## src/rtl/tile_scene_renderer.sv

```systemverilog
// Tile maze scene streamer: emits CASET/RASET/RAMWR then RGB888 pixels
// for a tile window, one byte per transmitter handshake.
module tile_scene_renderer #(
  parameter int          COLS         = 10,
  parameter int          ROWS         = 15,
  parameter int          TILE_LOG2    = 5,
  parameter int          WALL_W       = 4,
  parameter int          FOOD_SIZE    = 8,
  parameter int          PLAYER_SIZE  = 16,
  parameter logic [23:0] BG_COLOR     = 24'h000000,
  parameter logic [23:0] WALL_COLOR   = 24'h0078A5,
  parameter logic [23:0] FOOD1_COLOR  = 24'hFFA500,
  parameter logic [23:0] FOOD2_COLOR  = 24'hFFC0CB,
  parameter logic [23:0] FOOD3_COLOR  = 24'hFF0000,
  parameter logic [23:0] PLAYER_COLOR = 24'hFFFF00
) (
  input  logic                        clk,
  input  logic                        rst,
  input  logic                        start,
  input  logic [7:0]                  win_x0,
  input  logic [7:0]                  win_x1,
  input  logic [7:0]                  win_y0,
  input  logic [7:0]                  win_y1,
  input  logic [ROWS*(COLS-1)-1:0]    v_walls,
  input  logic [COLS*(ROWS-1)-1:0]    h_walls,
  input  logic [2*ROWS*COLS-1:0]      food,
  input  logic                        player_en,
  input  logic [7:0]                  player_x,
  input  logic [7:0]                  player_y,
  input  logic                        tft_busy,
  output logic                        tft_dc,
  output logic [7:0]                  tft_data,
  output logic                        tft_transmit,
  output logic                        busy,
  output logic                        done,
  output logic                        err
);

  localparam int T   = 1 << TILE_LOG2;
  localparam int VW  = ROWS * (COLS - 1);
  localparam int HW  = COLS * (ROWS - 1);
  localparam int FW  = 2 * ROWS * COLS;
  localparam int FLO = T / 2 - FOOD_SIZE / 2;
  localparam int FHI = T / 2 + FOOD_SIZE / 2;
  localparam int PLO = T / 2 - PLAYER_SIZE / 2;
  localparam int PHI = T / 2 + PLAYER_SIZE / 2;
  localparam int XB  = $clog2(COLS * T);
  localparam int YB  = $clog2(ROWS * T);
  localparam int PWR = (XB > YB) ? XB : YB;
  localparam int PW  = (PWR > 9) ? PWR : 9;

  typedef enum logic [1:0] {IDLE, CMD, PIXEL, FIN} state_t;

  state_t        state;
  logic [3:0]    cmd_idx;
  logic [PW-1:0] px, py;
  logic [1:0]    byte_sel;
  logic [23:0]   color;
  logic [7:0]    wx0, wx1, wy0, wy1;
  logic          pl_en;
  logic [7:0]    pl_x, pl_y;

  logic [15:0]   xs0, xs1, ys0, ys1;
  logic [7:0]    cmd_byte;
  logic          cmd_dc;
  logic          can_issue;
  logic          win_ok;

  assign can_issue = !tft_busy && !tft_transmit;

  assign win_ok = (win_x0 <= win_x1) && (int'(win_x1) < COLS) &&
                  (win_y0 <= win_y1) && (int'(win_y1) < ROWS);

  assign xs0 = {8'd0, wx0} << TILE_LOG2;
  assign xs1 = (({8'd0, wx1} + 16'd1) << TILE_LOG2) - 16'd1;
  assign ys0 = {8'd0, wy0} << TILE_LOG2;
  assign ys1 = (({8'd0, wy1} + 16'd1) << TILE_LOG2) - 16'd1;

  always_comb begin
    cmd_byte = 8'h2C;
    case (cmd_idx)
      4'd0:    cmd_byte = 8'h2A;
      4'd1:    cmd_byte = xs0[15:8];
      4'd2:    cmd_byte = xs0[7:0];
      4'd3:    cmd_byte = xs1[15:8];
      4'd4:    cmd_byte = xs1[7:0];
      4'd5:    cmd_byte = 8'h2B;
      4'd6:    cmd_byte = ys0[15:8];
      4'd7:    cmd_byte = ys0[7:0];
      4'd8:    cmd_byte = ys1[15:8];
      4'd9:    cmd_byte = ys1[7:0];
      default: cmd_byte = 8'h2C;
    endcase
    cmd_dc = !(cmd_idx == 4'd0 || cmd_idx == 4'd5 || cmd_idx == 4'd10);
  end

  int          ci, ri, lx, ly;
  logic [VW-1:0] vl_t, vr_t;
  logic [HW-1:0] ht_t, hb_t;
  logic [FW-1:0] f_t;
  logic        is_pl, is_food, is_wall;
  logic [23:0] pix_color;

  // Neighbour wall bits are pulled out by shifting so indices stay plain ints.
  always_comb begin
    ci   = int'(px) >> TILE_LOG2;
    ri   = int'(py) >> TILE_LOG2;
    lx   = int'(px) & (T - 1);
    ly   = int'(py) & (T - 1);
    vl_t = v_walls >> (ri * (COLS - 1) + ci - 1);
    vr_t = v_walls >> (ri * (COLS - 1) + ci);
    ht_t = h_walls >> ((ri - 1) * COLS + ci);
    hb_t = h_walls >> (ri * COLS + ci);
    f_t  = food >> (2 * (ri * COLS + ci));
    is_pl = pl_en && (ci == int'(pl_x)) && (ri == int'(pl_y)) &&
            (lx >= PLO) && (lx < PHI) && (ly >= PLO) && (ly < PHI);
    is_food = (f_t[1:0] != 2'd0) &&
              (lx >= FLO) && (lx < FHI) && (ly >= FLO) && (ly < FHI);
    is_wall = ((lx < WALL_W) && (ci == 0 || vl_t[0])) ||
              ((lx >= T - WALL_W) && (ci == COLS - 1 || vr_t[0])) ||
              ((ly < WALL_W) && (ri == 0 || ht_t[0])) ||
              ((ly >= T - WALL_W) && (ri == ROWS - 1 || hb_t[0]));
    pix_color = BG_COLOR;
    if (is_pl) begin
      pix_color = PLAYER_COLOR;
    end else if (is_food) begin
      case (f_t[1:0])
        2'd1:    pix_color = FOOD1_COLOR;
        2'd2:    pix_color = FOOD2_COLOR;
        default: pix_color = FOOD3_COLOR;
      endcase
    end else if (is_wall) begin
      pix_color = WALL_COLOR;
    end
  end

  always_ff @(posedge clk) begin
    if (!rst) begin
      state        <= IDLE;
      tft_transmit <= 1'b0;
      tft_dc       <= 1'b1;
      tft_data     <= 8'd0;
      busy         <= 1'b0;
      done         <= 1'b0;
      err          <= 1'b0;
      cmd_idx      <= 4'd0;
      px           <= '0;
      py           <= '0;
      byte_sel     <= 2'd0;
      color        <= 24'd0;
      wx0          <= 8'd0;
      wx1          <= 8'd0;
      wy0          <= 8'd0;
      wy1          <= 8'd0;
      pl_en        <= 1'b0;
      pl_x         <= 8'd0;
      pl_y         <= 8'd0;
    end else begin
      tft_transmit <= 1'b0;
      done         <= 1'b0;
      err          <= 1'b0;
      case (state)
        IDLE: begin
          // The done cycle swallows any start arriving alongside it.
          if (start && !done) begin
            if (win_ok) begin
              wx0     <= win_x0;
              wx1     <= win_x1;
              wy0     <= win_y0;
              wy1     <= win_y1;
              pl_en   <= player_en;
              pl_x    <= player_x;
              pl_y    <= player_y;
              cmd_idx <= 4'd0;
              busy    <= 1'b1;
              state   <= CMD;
            end else begin
              err <= 1'b1;
            end
          end
        end
        CMD: begin
          if (can_issue) begin
            tft_transmit <= 1'b1;
            tft_dc       <= cmd_dc;
            tft_data     <= cmd_byte;
            if (cmd_idx == 4'd10) begin
              px       <= PW'(xs0);
              py       <= PW'(ys0);
              byte_sel <= 2'd0;
              state    <= PIXEL;
            end else begin
              cmd_idx <= cmd_idx + 4'd1;
            end
          end
        end
        PIXEL: begin
          if (can_issue) begin
            tft_transmit <= 1'b1;
            tft_dc       <= 1'b1;
            case (byte_sel)
              2'd0: begin
                tft_data <= pix_color[23:16];
                color    <= pix_color;
              end
              2'd1:    tft_data <= color[15:8];
              default: tft_data <= color[7:0];
            endcase
            if (byte_sel == 2'd2) begin
              byte_sel <= 2'd0;
              if (px == PW'(xs1) && py == PW'(ys1)) begin
                state <= FIN;
              end else if (px == PW'(xs1)) begin
                px <= PW'(xs0);
                py <= py + PW'(1);
              end else begin
                px <= px + PW'(1);
              end
            end else begin
              byte_sel <= byte_sel + 2'd1;
            end
          end
        end
        default: begin
          if (can_issue) begin
            done  <= 1'b1;
            busy  <= 1'b0;
            state <= IDLE;
          end
        end
      endcase
    end
  end

endmodule
```

## config.mk

```make
export PLATFORM = sky130hd
export DESIGN_NAME = tile_scene_renderer
export DESIGN_NICKNAME = d
export VERILOG_FILES = /design/src/rtl/tile_scene_renderer.sv
export SDC_FILE = /design/constraint.sdc
export NUM_CORES = 1
export LEC_CHECK = 0
export CAP_MARGIN = 20
export CORE_AREA = 2 2 248 250
export DETAILED_ROUTE_END_ITERATION = 7
export DIE_AREA = 0 0 250 252
export PLACE_DENSITY = 0.51
export SLEW_MARGIN = 20
export SYNTH_ARGS = -nofsm -noshare
export SYNTH_HDL_FRONTEND = slang
export SYNTH_SLANG_ARGS = --single-unit
```

## constraint.sdc

```tcl
create_clock -name clk -period 6.2 [get_ports clk]
set_input_delay 0.62 -clock clk [delete_from_list [all_inputs] [get_ports clk]]
set_output_delay 0.62 -clock clk [all_outputs]
set_load 0.02 [all_outputs]
```

==> results.cfg <==
[finish]
most-common-layout-cells = clkdlybuf4s50_1 (639), mux4_2 (229), nand2_1 (208), dfxtp_1 (96), nor2_1 (71)
fillCellCount = 6075
utilization_pct = 36.5
final_common_cell = clkdlybuf4s50_1
areaGrowthSynthToFinish_pct = 50.6
nNetsFinal = 2748
drive_gt1_share_pct = 15.1
multi_input_area_um2 = 11800
seq_area_um2 = 1950

[timing]
rsz0062_at_grt = false
min_period_over_period_pct = 80.8
fin_worst_hold_slack_ns = 0.459
finalMaxSlewViolations = 0
finalClockSkew_ns = 0.0101
hold_violations = 0
fmax_mhz = 200
fin_crit_ns = 5.01
finalSetupViolCount = 0
fin_tns_setup_ns = 0
maxSlewHeadroom_pct = 33.7
worstMarginPinSlew_ns = 0.986

[drt]
drt-initial-drc-count = 1000
wire_per_inst_um = 24.3
dr.pass1.iters = 7
via_per_inst = 5.36
ant_nets = 0
routed-via-count = 15272
drc = 0
finalWirelength_mm = 69.1

[critical_path]
crit_start = py[5]
cp_slowest_stage_delay_ns = 0.78
timing.rr.end = color[14]
startpoint_type = flip-flop
required_ns = 6.48
cpMostUsedCell = ha_1
critical_path.max_fanout = 11
crit_end = color[14]
endpoint_kind = flip-flop
crit_chain = inv_1 > ha_1 > xor2_1 > ha_1 > ha_1 > nand3_1 > and2_1 > xnor2_1 > mux2i_1 > a221oi_1 > o21ai_0 > a311oi_1 > a2111oi_4 > a31oi_1
rrSetupSlack_ns = 1.19
reg2reg_from = py[5]
reg2reg_depth = 14
crit_path_top_delay_cell = xnor2_1
criticalPathCategory = reg2reg
worstPathArrival_ns = 5.29

[cts]
cts_tree = yes
cts_max_level = 3
root_buffer = clkbuf_16
cts_sinks = 97
cts_max_path_buffers = 2
post_cts_resized = 0
hold_buffers = 0
clock_latency_ns = 0.36
clkSlewWorstSetupHoldPaths_ns = 0.08
cts_made_buffers = 9
cts_setup_buffers = 0

[yosys]
syn-instance-count = 1498
synthesis.nets = 2195
ys_ff_latch = 97
synth_fa_ha_area_share_pct = 6.18
synth-edff-count = 0
synth-simple-area-share_pct = 16.5
ys.flop_type = dfxtp_1
ys_types = 93
ys_async_sr_fraction_pct = 0
synth_mux_area_share_pct = 39.0
synth_compound_area_share_pct = 15.0
yosysWarnings = 0
synth_top_family_by_area = multiplexers
syn_area_um2 = 14600
avgSynthCellArea_um2 = 9.73
synthXorXnorAreaFrac_pct = 4.20
yosysSeqAreaShare_pct = 13.3

[power_and_ir_drop]
peakVddDrop_mv = 0.0934
p_leak_nw = 7.66
power_density_nw_per_um2 = 88.7

[hold_path]
min_path_type = reg2reg

[floorplanning]
die_height_um = 252
die-area_um2 = 63000
start_util_pct = 24.2
boundaryPins = 641
coreArea_um2 = 60100
die_w_um = 250
rows = 90

[placed_design]
globalplace.congestion = 0.942
dp_hpwl_mm = 58.9
portBuffers = 640

[global_routing]
grt.overflow.total = 0
grt_start_max_net_pins = 105
first_global_vias = 16096
grt_pass1_wl_mm = 101
antenna_found_initial = 13
grtUsageTotal_pct = 21.2

[job]
cap_violations = 0

[status]
status = finished clean
-- worst min path at each step --
stage	depth (start not counted)	startpoint	endpoint	slack (ns)
after floorplan	2	pl_x[7]	pl_x[7]	0.43
after global placement	2	pl_x[4]	pl_x[4]	0.45
after detailed placement	2	pl_x[6]	pl_x[6]	0.45
after CTS	2	pl_x[6]	pl_x[6]	0.46
after global routing	2	wy0[7]	wy0[7]	0.48
final	2	pl_x[6]	pl_x[6]	0.46
-- state kept, by name, summed over array words and instances (netlist names), 2 cells and up --
signal / count
py: 9
px: 9
byte_sel: 2
cmd_idx: 4
wx0: 8
wx1: 8
wy1: 8
wy0: 8
state: 2
color: 9
tft_data: 8
pl_y: 8
pl_x: 8
-- routing by layer --
layer	wire [um]	up-vias	GRT usage (%)
li1	-	6970	-
met1	25700	7533	23.9
met2	36100	637	38.7
met3	4220	128	3.99
met4	3030	4	9.46
met5	22	-	0
-- power by group --
| part | switching (mW) | internal, mW | total [mW] |
|---|---|---|---|
| Clock | 0.274 | 0.363 | 0.637 |
| Combinational | 0.199 | 0.487 | 0.686 |
| Sequential | 0.000626 | 0.623 | 0.623 |
| Total | 0.474 | 1.47 | 1.95 |
-- cell families (layout without fill, tap and decap cells) --
group	Yosys count	after routing
other cells	0	10
xor+xnor	66	66
mux	271	271
buf+inv	180	738
flops	97	97
fa+ha+maj	69	69
simple gates	499	499
compound gates	316	316
-- synthesized netlist by cell type (all sizes together), types with 7 or more instances --
master  instances  share of area (%)
a211oi         19               0.98
a21boi         49                2.5
a21o           14               0.72
a21oi          65                2.3
a221oi          8               0.48
a22oi           9               0.50
a31oi          23               0.99
and2           17               0.73
and3           29                1.3
buf            51                2.5
clkbuf         75                1.9
dfxtp          97                 13
ha             64                5.5
inv            54                1.4
mux2i          31                2.1
mux4          235                 36
nand2         208                5.4
nand2b         10               0.43
nand3          50                1.7
nand4          17               0.73
nor2           72                1.9
nor2b          20               0.86
nor3           24               0.90
nor3b           8               0.41
nor4           16               0.73
o21a            7               0.36
o21ai          50                1.7
o22ai          17               0.77
or3             8               0.34
xnor2          35                2.2
xor2           31                2.0
-- cell type report --
| cell class | count | share of cell area, % |
|---|---|---|
| multi-input combinational | 1221 | 53.9 |
| sequential | 97 | 8.87 |
| tap | 782 | 4.46 |
| clock inverter | 7 | 0.490 |
| antenna | 10 | 0.114 |
| timing repair buffer | 668 | 30.2 |
| inverter | 54 | 0.924 |
| clock buffer | 9 | 1.03 |
-- metrics by stage --
stage / worst slack (ns) / power, mW / instance area [um2] / std cells
3_3_place_gp: 1.40 / 1.31 / 21600 / 2822
3_5_place_dp: 1.28 / 1.32 / 21600 / 2822
4_1_cts: 1.23 / 1.96 / 21900 / 2838
2_1_floorplan: 1.60 / 0.821 / 14600 / 1498
5_1_grt: 0.740 / 2.02 / 21900 / 2848
6_report: 1.19 / 1.95 / 21900 / 2848
-- worst max-delay path: cells and delay by family (launching register included) --
kind                       cells  cell delay [ns]
AOI/OAI and AO/OA              5             1.60
DFF                            1             0.61
buffers and inverters          1             0.23
adders and majority gates      3             0.94
and+or+nand+nor                2             0.32
muxes                          1             0.23
xor gates and xnor gates       2             1.00
No activity file was read; power rests on OpenSTA's default activity.
